===== config.mk =====
export PLATFORM = sky130hd
export DESIGN_NAME = cai_ring_ctrl
export DESIGN_NICKNAME = d
export VERILOG_FILES = /design/src/rtl/cai_ring_ctrl.sv
export SDC_FILE = /design/constraint.sdc
export NUM_CORES = 1
export LEC_CHECK = 0
export CAP_MARGIN = 20
export CELL_PAD_IN_SITES_DETAIL_PLACEMENT = 1
export CELL_PAD_IN_SITES_GLOBAL_PLACEMENT = 1
export CORE_MARGIN = 2
export CORE_UTILIZATION = 39
export CTS_CLUSTER_DIAMETER = 60
export DETAILED_ROUTE_END_ITERATION = 10
export PLACE_DENSITY_LB_ADDON = 0.08
export SLEW_MARGIN = 20
export SYNTH_ARGS = -nofsm -noshare
export SYNTH_HDL_FRONTEND = slang
export SYNTH_SLANG_ARGS = --single-unit

===== constraint.sdc =====
create_clock -name clk -period 5.4 [get_ports clk]
set_input_delay 1.35 -clock clk [delete_from_list [all_inputs] [get_ports clk]]
set_output_delay 1.35 -clock clk [all_outputs]
set_load 0.01 [all_outputs]

===== src/rtl/cai_ring_ctrl.sv =====
// CAI ring controller: per-channel submit/completion ring indices, slot address
// and tag allocation, doorbell pulses, in-order tag checking and a completion
// watchdog with sticky error flags.
module cai_ring_ctrl #(
    parameter int NUM_CH            = 2,
    parameter int DEPTH_LOG2        = 2,
    parameter int ADDR_W            = 32,
    parameter int TAG_W             = 32,
    parameter int SUBMIT_DESC_BYTES = 64,
    parameter int COMP_REC_BYTES    = 16,
    parameter int TIMEOUT_CYCLES    = 20000,
    parameter int CH_W              = (NUM_CH > 1) ? $clog2(NUM_CH) : 1
) (
    input  logic                           clk,
    input  logic                           rst_n,
    input  logic [NUM_CH*ADDR_W-1:0]       submit_base,
    input  logic [NUM_CH*ADDR_W-1:0]       comp_base,
    input  logic                           sub_valid,
    input  logic [CH_W-1:0]                sub_ch,
    output logic                           sub_ready,
    output logic [ADDR_W-1:0]              sub_addr,
    output logic [TAG_W-1:0]               sub_tag,
    output logic [NUM_CH-1:0]              submit_doorbell,
    input  logic                           comp_valid,
    input  logic [CH_W-1:0]                comp_ch,
    input  logic [TAG_W-1:0]               comp_tag,
    output logic [NUM_CH*ADDR_W-1:0]       comp_rec_addr,
    output logic [NUM_CH*(DEPTH_LOG2+1)-1:0] outstanding,
    output logic [NUM_CH-1:0]              err_tag,
    output logic [NUM_CH-1:0]              err_spurious,
    output logic [NUM_CH-1:0]              err_timeout,
    input  logic                           err_clr
);

    localparam int IW    = DEPTH_LOG2 + 1;
    localparam int DEPTH = 1 << DEPTH_LOG2;
    localparam int SW    = (DEPTH_LOG2 > 0) ? DEPTH_LOG2 : 1;
    localparam int WD_W  = $clog2(TIMEOUT_CYCLES + 1);
    localparam logic [IW-1:0]   MASK    = IW'(DEPTH - 1);
    localparam logic [IW-1:0]   FULL_N  = IW'(DEPTH);
    localparam logic [WD_W-1:0] WD_LAST = WD_W'(TIMEOUT_CYCLES - 1);
    localparam logic [WD_W-1:0] WD_MAX  = WD_W'(TIMEOUT_CYCLES);

    logic [IW-1:0]    sidx [NUM_CH];
    logic [IW-1:0]    cidx [NUM_CH];
    logic [IW-1:0]    occ  [NUM_CH];
    logic [WD_W-1:0]  wdog [NUM_CH];
    logic [TAG_W-1:0] tags [NUM_CH][DEPTH];
    logic [TAG_W-1:0] tag_ctr;

    logic              sub_ch_ok;
    logic              comp_ch_ok;
    logic              sub_fire;
    logic [NUM_CH-1:0] full;
    logic [NUM_CH-1:0] comp_hit;
    logic [NUM_CH-1:0] comp_adv;
    logic [NUM_CH-1:0] tag_ev;
    logic [NUM_CH-1:0] spur_ev;
    logic [NUM_CH-1:0] to_ev;

    // Ring slot inside the tag array / address window for a free-running index.
    function automatic logic [SW-1:0] slot_of(input logic [IW-1:0] idx);
        return SW'(idx & MASK);
    endfunction

    // Occupancy, full flags and per-channel completion record addresses.
    always_comb begin
        full          = '0;
        comp_rec_addr = '0;
        outstanding   = '0;
        for (int ch = 0; ch < NUM_CH; ch++) begin
            occ[ch]  = sidx[ch] - cidx[ch];
            full[ch] = (occ[ch] == FULL_N);
            outstanding[ch*IW +: IW] = occ[ch];
            comp_rec_addr[ch*ADDR_W +: ADDR_W] = comp_base[ch*ADDR_W +: ADDR_W]
                + ADDR_W'(slot_of(cidx[ch])) * ADDR_W'(COMP_REC_BYTES);
        end
    end

    // Submit-side handshake: slot address and tag offered for the requested channel.
    always_comb begin
        sub_ch_ok  = (int'(sub_ch) < NUM_CH);
        comp_ch_ok = (int'(comp_ch) < NUM_CH);
        sub_ready  = sub_ch_ok && !full[sub_ch];
        sub_fire   = sub_valid && sub_ready;
        sub_tag    = tag_ctr;
        sub_addr   = submit_base[int'(sub_ch)*ADDR_W +: ADDR_W]
                   + ADDR_W'(slot_of(sidx[sub_ch])) * ADDR_W'(SUBMIT_DESC_BYTES);
    end

    // Completion classification and watchdog expiry, all from pre-cycle state.
    always_comb begin
        comp_hit = '0;
        comp_adv = '0;
        tag_ev   = '0;
        spur_ev  = '0;
        to_ev    = '0;
        for (int ch = 0; ch < NUM_CH; ch++) begin
            comp_hit[ch] = comp_valid && comp_ch_ok && (comp_ch == CH_W'(ch));
            if (comp_hit[ch]) begin
                if (occ[ch] == '0) begin
                    spur_ev[ch] = 1'b1;
                end else begin
                    comp_adv[ch] = 1'b1;
                    tag_ev[ch]   = (comp_tag != tags[ch][slot_of(cidx[ch])]);
                end
            end
            if (!comp_hit[ch] && (occ[ch] != '0) && (wdog[ch] == WD_LAST))
                to_ev[ch] = 1'b1;
        end
    end

    // Ring indices, tag counter, watchdogs, doorbell pulses and sticky errors.
    always_ff @(posedge clk or negedge rst_n) begin
        if (!rst_n) begin
            for (int ch = 0; ch < NUM_CH; ch++) begin
                sidx[ch] <= '0;
                cidx[ch] <= '0;
                wdog[ch] <= '0;
            end
            tag_ctr         <= TAG_W'(1);
            submit_doorbell <= '0;
            err_tag         <= '0;
            err_spurious    <= '0;
            err_timeout     <= '0;
        end else begin
            submit_doorbell <= '0;
            if (sub_fire) begin
                sidx[sub_ch]            <= sidx[sub_ch] + IW'(1);
                tag_ctr                 <= (&tag_ctr) ? TAG_W'(1) : tag_ctr + TAG_W'(1);
                submit_doorbell[sub_ch] <= 1'b1;
            end
            for (int ch = 0; ch < NUM_CH; ch++) begin
                if (comp_adv[ch])
                    cidx[ch] <= cidx[ch] + IW'(1);
                if (comp_hit[ch] || (occ[ch] == '0))
                    wdog[ch] <= '0;
                else if (wdog[ch] != WD_MAX)
                    wdog[ch] <= wdog[ch] + WD_W'(1);
            end
            err_tag      <= (err_tag      & ~{NUM_CH{err_clr}}) | tag_ev;
            err_spurious <= (err_spurious & ~{NUM_CH{err_clr}}) | spur_ev;
            err_timeout  <= (err_timeout  & ~{NUM_CH{err_clr}}) | to_ev;
        end
    end

    // Expected-tag storage, written at the submit slot on each accepted request.
    always_ff @(posedge clk) begin
        if (sub_fire)
            tags[sub_ch][slot_of(sidx[sub_ch])] <= tag_ctr;
    end

endmodule

# Word-level counts from Yosys, hierarchy flattened
# Memories as Yosys holds them, arrays and structs flattened.
# Cells that the tools add are included.
# op_classes
n_mul	0
n_lt_le_gt_ge	8
eq_ne	8
bitwise	12
n_addsub	11
reduce_logical	22
n_div	0
shift	1
n_mux	40
# op_table
operator	count
$mux W32	6
$bmux W32 S2	2
$mux W128	1
$add A32 B6 Y32	2
$demux W32 S2	1
$ne A32 B32 Y1	2
$shiftx A64 B7 Y32	1
$mux W15	4
$add A32 B1 Y32 const B	1
$add A32 B8 Y32	1
$reduce_and A32 Y1	1
$add A15 B1 Y15 const B	2
$eq A15 B15 Y1 const B	2
$ne A15 B15 Y1 const B	2
$mux W1	18
$mux W3	4
$logic_and A1 B1 Y1	10
$add A3 B1 Y3 const B	3
$ge A3 B3 Y1 const B	3
$not A2 Y3	3
$and A2 B2 Y2	3
$bwmux W6	1
$eq A3 B3 Y1 const B	2
$logic_not A3 Y1	2
other kinds (17)	25
# totals
reg_bits	82
n_memories	1
elab_cells	114
ram_bits	256
romBits	0
latch_bits	0
# memory_table
name	words	word_bits	read_ports	rd_ports_with_merged_regs	write_ports	line_no	source
tags	2	128	2	0	1	48	logic [TAG_W-1:0] tags [NUM_CH][DEPTH];

# Depth between registers and ports, before layout
# logic_depth
ltp_word	10
mapped_depth	18
ltp_nobuf	11

# Worst setup path after synthesis
# OpenSTA, ideal clock, no wires.
# synth_path
path_kind	in2out
startpoint	input port sub_ch
endpoint	output port sub_addr[22]
required_ns	4.050
arrival_time_ns	4.185
path_stages	18
slack_ns	-0.135
n_path_buf	7
path_cell_list	buf_6 -> buf_6 -> buf_8 -> buf_2 -> buf_2 -> clkbuf_1 -> nand2_1 -> o21a_1 -> inv_1 -> ha_1 -> fa_1 -> inv_1 -> a221oi_2 -> and4_1 -> buf_2 -> nand2_1 -> xor2_1 -> mux2i_1
# synth_via
elab_chain_cells	5
# synth_rtl
item	line_no	source
from (decl)	19	input logic [CH_W-1:0] sub_ch,
branches (longest 4 deep; another with $shiftx A64 B7 Y32)	--	
$add A32 B8 Y32 (*)	88	+ ADDR_W'(slot_of(sidx[sub_ch])) * ADDR_W'(SUBMIT_DESC_BYTES);
to (decl)	21	output logic [ADDR_W-1:0] sub_addr,
# Every way passes the cells marked *. The select of a mux whose other input is x is not followed.

# Worst setup path after layout
# layout_path
startpoint	input port comp_base[36]
endpoint	output port comp_rec_addr[52]
# layout_via
elab_chain_cells	1
# layout_rtl
item	line_no	source
from (decl)	17	input logic [NUM_CH*ADDR_W-1:0] comp_base,
$add A32 B6 Y32	76	+ ADDR_W'(slot_of(cidx[ch])) * ADDR_W'(COMP_REC_BYTES);
to (decl)	27	output logic [NUM_CH*ADDR_W-1:0] comp_rec_addr,
# No other way between the ends.

==> reports/metrics.csv <==
metric,value,unit
run status,finished clean,
"Worst Setup Slack, final",0.1324,ns
skew final,0.02259,ns
CTS Buf Count,38,
Unique masters post-synth,64,
Mapped Nets,1295,
R2R setup slack,1.69,ns
"commonest non-fill, non-tap cells in the layout","277 x clkdlybuf4s50_1, 256 x edfxtp_1, 119 x xor2_1",
I/O Buffers,293,
"FFs w/ async S/R, synth",0.2426,
DRT Pass-1 Iters,5,
Final Slew Violations,0,
io pins,310,
grt met3 use,0.04569,
Pwr Density,421.3,nW/um2
Placer Congestion,0.7542,
pre-CTS setup slack,-0.01094,ns
Pint,6.001,mW
GR Util met1,0.2848,
via count,10399,
reg2reg path depth,7,
Post-DRT Antenna Nets,0,
grt met2 use,0.3461,
CTS H-tree depth,2,
Die Area,43010,um2
post-synth top area share,0.4765,
Hold EP,sidx[2],
"Seq/Total Area, Yosys",0.6038,
"most common cell after layout, fill and taps aside",clkdlybuf4s50_1,
GR Overflow Total,0,
CTS tree,built,
Max Clock Freq,189.8,MHz
CTS root buf,clkbuf_16,
fin crit share,0.9755,
sequential share of power,0.387,
max_cap viols,0,
Post-Syn Area per Cell,14.61,um2
layout net count,1619,
Post-synth top flop,edfxtp_1,
fin crit period,5.268,ns
Switch Pwr,2.842,mW
vias in the first global route,11406,
DP Cell Count,1917,
final setup vio count,0,
Syn. warnings,0,
Post-CTS Hold Buffers,0,
final instance area,20990,um2
GRT Util Overall,0.2091,
switching share of power,0.3214,
crit path DAT,3.92,ns
DR WL/cell,22.35,um
RSZ-0062 raised after global routing,true,
r2r endpoint,tags[0][15],
leakage,7.758,nW
largest net degree at the start of global routing,48,
Initial Util,0.3951,
Slew headroom,0.3080,
DRC viols,0,
Vias/cell,5.226,
Clock Latency Late Sink,0.53,ns
Worst Path Max Fanout,3,
Die W,207.4,um
Clock Path Buffers,3,
Synth Instances,1104,
"top cells by area, synth","edfxtp_1 48%, dfrtp_1 13%, mux4_2 8.9%",
critical path endpoint category,output pin,
hold_sp,sidx[2],
Finished Core Util,0.5141,
critical path class,in2out,
"Cell Area, Synth",16130,um2
Worst Hold Class,reg2reg,
Yosys reg bits,338,
first-pass GRT wire length,69.48,mm
setup_tns,0,ns
worst vdd ir,0.0002770,V
die height,207.4,um
clock network fraction of design power,0.275,
final hold vios,0,
final WL,44.48,mm
Hold Crit Depth,1,
row count,74,
fraction of layout cells with a size suffix above 1,0.1400,
leading area contributor after synthesis,edfxtp_1,
area grow syn2layout,30.13,%
Post-synth EDFFs,256,
FF-to-FF Start,cidx[1],
"CTS clk-pin slew, worst paths",0.05,ns
Detailed Place HPWL,31.05,mm
initial drt markers,521,
Post-Place Cell Area,19700,um2
layer with the highest usage,met2,
clock sinks,338,
"Req. time, crit path",4.05,ns
final non-filler cell total,1990,
power share of the combinational group,0.338,
initial antenna violation count,1,
worst-margin pin slew,1.038,ns
critical path startpoint category,primary input,
Core ar.,40830,um2
[flip-flops by register name (all words and copies together), names as in the netlist]
register / cells
submit_doorbell: 2
cidx: 6
sub_tag: 32
err_tag: 2
err_timeout: 2
wdog: 30
tags: 256
err_spurious: 2
sidx: 6
[what timing repair did]
action	in CTS	in global routing
pin swaps	0	2
endpoints found under the setup margin	1	21
hold endpoints to repair	0	0
setup buffers	0	3
gates resized for setup	1	25
[cell type report]
class	count	area, um2
antenna	1	2.502
clock buffer	52	1055
clock inverter	17	132.6
fill	4063	19840
inverter	27	101.3
multi-input combinational	699	6091
sequential	338	9746
tap	532	665.6
timing repair buffer	324	3199
[layer usage]
layer | wire, um | part of all wire
met1 | 20060 | 0.45
met2 | 21350 | 0.48
met3 | 2497 | 0.056
met4 | 575 | 0.013
met5 | 0 | 0
[cell usage after synthesis, types with 2 or more instances]
cell type and count:
mux2_2 14, ha_1 19, o22ai_1 4, and4_1 5, dfrtp_1 81, nand4_1 27, o21ai_0 7, inv_1 27
nor2b_1 3, mux4_2 64, buf_4 11, or2_2 2, and3_1 24, fa_1 5, nor4_1 17, a32o_1 2
xnor2_1 82, nor3b_1 2, buf_2 11, o21ai_1 2, nor3_1 7, or3_1 9, nand2b_1 8, xnor3_2 2
clkbuf_1 13, nor2_1 76, a21oi_1 14, mux2i_1 20, nor2_2 2, o21a_1 2, nand3b_1 9, and2_1 7
nand3_1 56, nand2_1 62, xor2_1 119, buf_6 4, edfxtp_1 256, nor4_4 3
[stage by stage]
stage,hold WS [ns],power (mW)
after floorplan,0.4433,5.224
after global placement,0.4663,6.459
after detailed placement,0.4668,6.515
after CTS,0.4778,8.980
after global routing,0.5124,9.312
final,0.4787,8.843
[cell families after synthesis]
family | count (synthesis) | synth area share
fa+ha+maj | 24 | 0.02094
flops | 338 | 0.6038
mux | 98 | 0.1115
compound gates | 43 | 0.01916
xor+xnor | 203 | 0.1121
simple gates | 331 | 0.1109
buf+inv | 67 | 0.02156
[power groups by stage]
stage               Clock, mW  Sequential, mW  Combinational (mW)
detailed placement          0            3.48                3.04
finish                   2.44            3.42                2.99
floorplan                   0            3.41                1.82
CTS                      2.50            3.43                3.06
global placement            0            3.46                3.00
global route             2.60            3.46                3.25
[how the worst max path moves through the flow]
stage	startpoint	to	slack, ns	cells after the start
6_report	comp_base[36]	comp_rec_addr[52]	0.13	10
5_1_grt	submit_base[38]	sub_addr[22]	-0.04	11
4_1_cts	submit_base[38]	sub_addr[22]	0.01	11
3_5_place_dp	submit_base[38]	sub_addr[22]	-0.01	11
3_3_place_gp	submit_base[38]	sub_addr[22]	-0.03	11
2_1_floorplan	sub_ch	sub_addr[22]	0.03	18
[critical path, cell delays in order]
cell and delay, ns:
clkdlybuf4s50_1 0.40, ha_1 0.23, fa_1 0.41, and3_1 0.22, and3_1 0.22, and3_1 0.21
buf_4 0.14, nand2_1 0.07, xnor2_1 0.11, clkdlybuf4s50_1 0.55
No activity file was read; power rests on OpenSTA's default activity.
